$ cat src/rtl/mem48_byte_loader.sv
// mem48_byte_loader
// Packs a byte stream little-endian into 48-bit words, writes each word to the
// attached memory in one cycle, then reads it back through the memory's
// combinational read port and flags any mismatch. Owns the memory address,
// write strobe and write data while a load is in progress.
module mem48_byte_loader #(
  parameter int WORDS = 16384,
  localparam int AW = $clog2(WORDS)
) (
  input  logic          clk,
  input  logic          rst_n,
  input  logic          start,
  input  logic [AW-1:0] base_addr,
  input  logic [AW:0]   word_count,
  input  logic          in_valid,
  input  logic [7:0]    in_data,
  output logic          in_ready,
  output logic [AW-1:0] mem_addr,
  output logic          mem_we,
  output logic [47:0]   mem_wdata,
  input  logic [47:0]   mem_rdata,
  output logic          busy,
  output logic          done,
  output logic          error
);

  typedef enum logic [1:0] {
    IDLE   = 2'd0,
    RECV   = 2'd1,
    WRITE  = 2'd2,
    VERIFY = 2'd3
  } state_t;

  state_t        state_r, state_n;
  logic [AW-1:0] cur_addr_r, cur_addr_n;
  logic [AW:0]   remaining_r, remaining_n;
  logic [2:0]    byte_idx_r, byte_idx_n;
  logic [47:0]   asm_r, asm_n;
  logic          error_r, error_n;
  logic          done_r, done_n;
  logic          in_ready_r;
  logic          mem_we_r;
  logic [47:0]   mem_wdata_r;
  logic          busy_r;

  // Advance a word index, wrapping modulo WORDS so non-power-of-two depths work.
  function automatic logic [AW-1:0] wrap_inc(input logic [AW-1:0] a);
    if (a == AW'(WORDS - 1)) begin
      wrap_inc = '0;
    end else begin
      wrap_inc = a + AW'(1);
    end
  endfunction

  // Next-state logic: operand latching, byte packing, readback check, completion.
  always_comb begin
    state_n     = state_r;
    cur_addr_n  = cur_addr_r;
    remaining_n = remaining_r;
    byte_idx_n  = byte_idx_r;
    asm_n       = asm_r;
    error_n     = error_r;
    done_n      = 1'b0;

    case (state_r)
      IDLE: begin
        if (start) begin
          error_n    = 1'b0;
          byte_idx_n = 3'd0;
          if (word_count != '0) begin
            cur_addr_n  = base_addr;
            remaining_n = word_count;
            state_n     = RECV;
          end else begin
            // Empty load completes at once without touching memory.
            done_n = 1'b1;
          end
        end else begin
          state_n = IDLE;
        end
      end

      RECV: begin
        // in_ready is high throughout RECV, so in_valid alone marks a transfer.
        if (in_valid) begin
          asm_n[{byte_idx_r, 3'b000} +: 8] = in_data;
          if (byte_idx_r == 3'd5) begin
            byte_idx_n = 3'd0;
            state_n    = WRITE;
          end else begin
            byte_idx_n = byte_idx_r + 3'd1;
          end
        end else begin
          state_n = RECV;
        end
      end

      WRITE: begin
        state_n = VERIFY;
      end

      VERIFY: begin
        // A mismatch is recorded but the load carries on.
        if (mem_rdata != asm_r) begin
          error_n = 1'b1;
        end else begin
          error_n = error_r;
        end
        cur_addr_n  = wrap_inc(cur_addr_r);
        remaining_n = remaining_r - (AW+1)'(1);
        if (remaining_r == (AW+1)'(1)) begin
          done_n  = 1'b1;
          state_n = IDLE;
        end else begin
          state_n = RECV;
        end
      end

      default: begin
        state_n = IDLE;
      end
    endcase
  end

  // State and output registers; outputs are decoded from the next state so
  // they line up with the state they describe.
  always_ff @(posedge clk) begin
    if (!rst_n) begin
      state_r     <= IDLE;
      cur_addr_r  <= '0;
      remaining_r <= '0;
      byte_idx_r  <= 3'd0;
      asm_r       <= 48'd0;
      error_r     <= 1'b0;
      done_r      <= 1'b0;
      in_ready_r  <= 1'b0;
      mem_we_r    <= 1'b0;
      mem_wdata_r <= 48'd0;
      busy_r      <= 1'b0;
    end else begin
      state_r     <= state_n;
      cur_addr_r  <= cur_addr_n;
      remaining_r <= remaining_n;
      byte_idx_r  <= byte_idx_n;
      asm_r       <= asm_n;
      error_r     <= error_n;
      done_r      <= done_n;
      in_ready_r  <= (state_n == RECV);
      mem_we_r    <= (state_n == WRITE);
      mem_wdata_r <= (state_n == WRITE) ? asm_n : 48'd0;
      busy_r      <= (state_n != IDLE);
    end
  end

  assign in_ready  = in_ready_r;
  assign mem_addr  = cur_addr_r;
  assign mem_we    = mem_we_r;
  assign mem_wdata = mem_wdata_r;
  assign busy      = busy_r;
  assign done      = done_r;
  assign error     = error_r;

endmodule

$ cat config.mk
export PLATFORM = sky130hd
export DESIGN_NAME = mem48_byte_loader
export DESIGN_NICKNAME = d
export VERILOG_FILES = /design/src/rtl/mem48_byte_loader.sv
export SDC_FILE = /design/constraint.sdc
export NUM_CORES = 1
export LEC_CHECK = 0
export CORE_AREA = 2 2 96 144
export CTS_CLUSTER_SIZE = 14
export DETAILED_ROUTE_END_ITERATION = 10
export DIE_AREA = 0 0 98 146
export PLACE_DENSITY = 0.83
export SETUP_SLACK_MARGIN = 0.5
export SYNTH_ARGS = -nofsm -noshare
export SYNTH_HDL_FRONTEND = slang
export SYNTH_SLANG_ARGS = --single-unit
$ cat constraint.sdc
create_clock -name clk -period 3.1 [get_ports clk]
set_clock_uncertainty 0.2 [all_clocks]
set_input_delay 0.465 -clock clk [delete_from_list [all_inputs] [get_ports clk]]
set_output_delay 0.465 -clock clk [all_outputs]
set_load 0.02 [all_outputs]
==> Flow_metrics.wiki <==
{| class="wikitable"
! Metric !! Value
|-
| Width of the chip || 98 um
|-
| Cell Rows || 51
|-
| Fin util || 0.676
|-
| Avg Synthesized Cell Area || between 9 and 10 um2
|-
| Number of DRC violations after detailed routing || 0
|-
| Starting utilization of the core area || 0.491
|-
| Total number of nets in the final design || 959
|-
| Pleak || 0.00354 uW
|-
| Clock latency of the later-clocked register in the worst-skew pair || 420 ps
|-
| Setup slack at placement || 222 ps
|-
| Per-cell via count in the routed design || 5.85
|-
| Via count of the first global-routing pass || 5,924
|-
| Count of state elements after synthesis || 135
|-
| Setup repair after global routing missed its margin || false
|-
| Fin crit period || ~2600 ps
|-
| Post-synth top flop || dfxtp_1
|-
| Ratio of cells with drive above 1 in the final layout || 0.0886
|-
| Diode count || 0
|-
| Overall overflow remaining after global route || 0
|-
| # H-tree levels || 4
|-
| Met1 layer usage reported by global route || 0.297
|-
| Antenna violations before repair || 0
|-
| DP Wirelength || 13,900 um
|-
| Synth Instances || 706
|-
| Chip Height || 146 um
|-
| Share of power burned in the clock network || 0.471
|-
| Period utilization || 0.835
|-
| CTS Buffer Depth || 2
|-
| Worst slew pin tran || 618 ps
|-
| Type of the worst min-delay path || reg2reg
|-
| Max_slew headroom || 0.587
|-
| Logic gate share of total power || 0.119
|-
| Antenna viol nets, final || 0
|-
| Input/output buffers || 155
|-
| Count of unique library cells instantiated by Yosys || 63
|-
| DRT Wirelength || just under 20,000 um
|-
| Relative area change from synthesis to final layout || 37.7%
|-
| CTS tree || built
|-
| Global-route total usage across every layer || 0.267
|-
| Final Setup Violations || 0
|-
| Startpoint-to-endpoint class of the critical path || reg2reg
|-
| Run status || finished, final reports clean
|-
| Global-route wire length before repair || around 30,000 um
|-
| Via Count || around 6k
|-
| Largest net degree at the start of global routing || 37
|-
| Placeable core area || 0.0130 mm2
|-
| Switching component of the power || approximately 1100 uW
|-
| Maximum vdd drop || around 0.44 mV
|-
| TritonCTS Sinks || 135
|-
| Floorplan die area || 0.0143 mm2
|-
| Number of max-capacitance violations reported || 0
|-
| Power density over the cells || 507 mW/mm2
|-
| Number of I/O pins || 156
|-
| Data arrival time at the worst-slack endpoint || 2700 ps
|-
| Total nets after synthesis || 809
|-
| CTS Hold Buffers Added || 0
|-
| Sequential Power Share || 0.410
|-
| Number of design-rule violations left by the first detailed-router iteration || 303
|-
| Startpoint Class || flop
|-
| Met2 Use GR || 0.475
|-
| Average routed wire per standard cell || 19.0 um
|-
| Cell chosen for the clock root || clkbuf_16
|-
| Cell count after placement || 995
|-
| Final RePlAce weighted congestion || about 0.93
|-
| Most used routing layer in global routing || met2
|-
| Sum of negative setup slack || 0 ps
|-
| Proportion of total power due to net switching || 0.252
|-
| Met3 usage || 0.0480
|-
| Number of failing hold endpoints at the final stage || 0
|-
| Maximum net fanout on the critical path || 16
|-
| Share of synthesized registers carrying an async set or reset || 0
|-
| Max Fclk || 0.386 GHz
|-
| Smallest setup slack after layout || 512 ps
|-
| Area of the mapped netlist || 0.00636 mm2
|-
| Endpoint required time on the critical path || 3210 ps
|-
| Number of synthesized flops with an enable pin || 0
|-
| CP endpoint kind || flop
|-
| Count of warnings emitted by yosys || 0
|-
| Total Power || between 4000 and 5000 uW
|-
| Final number of max-transition violations || 0
|-
| Internal Dissipation || 3320 uW
|-
| Total CTS buffers || 17
|-
| Part of the Yosys area used for sequential elements || 0.425
|-
| Drt first pass iters || 5
|-
| Clock slew at the register clock pins of the worst setup and hold paths || 60 ps
|-
| Post-Layout Cell Count || just over 1k
|}
flip-flops by register name, indices dropped and copies added (netlist names):
signal / cells
error: 1
byte_idx_r: 3
busy: 1
asm_r: 48
state_r: 2
mem_wdata: 48
in_ready: 1
mem_addr: 14
remaining_r: 15
mem_we: 1
done: 1
cell type report:
type,instances,area (um2)
clock inverters,13,170
repair buffers,173,1700
inverters,15,56.3
fillers,1017,4190
well taps,159,199
multi-input cells,514,3480
clock buffers,19,443
flip-flops and latches,135,2710
metal layers:
metal / wire length (um) / up-vias / part of all wire
met4: 901 / 0 / 0.046
met2: 10100 / 284 / 0.52
met3: 1280 / 68 / 0.066
met5: 0 / - / 0
li1: - / 2857 / -
met1: 7230 / 2804 / 0.37
metrics by stage:
step | area [um2] | hold WS, ps
after floorplan | 6370 | 265
after global placement | 8070 | 280
after detailed placement | 8070 | 295
after CTS | 8700 | 305
after global routing | 8760 | 330
final | 8760 | 307
cells in the mapped netlist, types with 9 or more instances:
master | number | area share
a211oi_1 | 9 | 0.011
a21oi_1 | 27 | 0.021
and2_1 | 9 | 0.0088
and3_1 | 25 | 0.025
and4_1 | 9 | 0.012
and4b_1 | 20 | 0.031
clkbuf_1 | 27 | 0.016
dfxtp_1 | 135 | 0.42
ha_1 | 14 | 0.028
inv_1 | 14 | 0.0083
mux2i_1 | 37 | 0.058
nand2_1 | 39 | 0.023
nand3_1 | 15 | 0.012
nand4_1 | 17 | 0.017
nor2_1 | 95 | 0.056
nor3_1 | 9 | 0.0071
nor4_1 | 23 | 0.023
o21ai_0 | 29 | 0.023
xnor2_1 | 20 | 0.028
xor2_1 | 33 | 0.045
final timing paths:
check | endpoint | startpoint | slack [ps] | cells past startpoint
worst max-delay path | mem_wdata[34]$_SDFF_PN0_ | byte_idx_r[0]$_SDFFE_PN0P_ | 510 | 6
worst min-delay path | remaining_r[12]$_SDFFE_PN0P_ | remaining_r[12]$_SDFFE_PN0P_ | 310 | 2
worst max register to register | mem_wdata[34]$_SDFF_PN0_ | byte_idx_r[0]$_SDFFE_PN0P_ | 510 | 6
worst min register to register | remaining_r[12]$_SDFFE_PN0P_ | remaining_r[12]$_SDFFE_PN0P_ | 310 | 2
power by group through the flow:
stage	Clock (uW)	Sequential [uW]	Combinational, uW
detailed placement	0	1860	514
global route	2190	1820	569
CTS	2100	1820	520
global placement	0	1860	511
finish	2090	1820	531
floorplan	0	1860	260
logic make-up after synthesis:
kind of cell | after synthesis | synth area share
AND/OR/NAND/NOR | 283 | 0.246
flip-flops | 135 | 0.425
AO/OA/AOI/OAI | 126 | 0.131
buffers and inverters | 57 | 0.0383
XOR/XNOR | 53 | 0.0730
multiplexers | 38 | 0.0600
adder cells (fa/ha/maj) | 14 | 0.0275
cell usage in the layout (no fill, tap or decap), types with 8 or more instances in the layout:
cell               n
a221oi_1           8
ha_1              14
clkbuf_16         17
nor3_1             9
nor2_1            95
a31oi_1            8
nand3_1           14
mux2i_1           34
nand4_1           17
xor2_1            33
o21ai_0           29
a211oi_1           9
and4_1             9
nor4_1            23
and4b_1           20
xnor2_1           20
dfxtp_1          133
buf_4             16
nand2_1           34
clkdlybuf4s50_1  155
inv_1             14
a21oi_1           26
and3_1            24
critical path: stages, from the launching register on:
cell,delay (ps)
dfxtp_4,430
inv_1,110
ha_1,470
nor4_1,460
nand2_2,290
mux2i_1,290
and4b_1,220
what timing repair did:
item	4_1_cts	5_1_grt
pin swaps	0	1
endpoints found under the setup margin	86	53
gates cloned	0	0
gates resized for setup	5	15
setup buffers	0	1
Power figures use the tool's default switching activity.
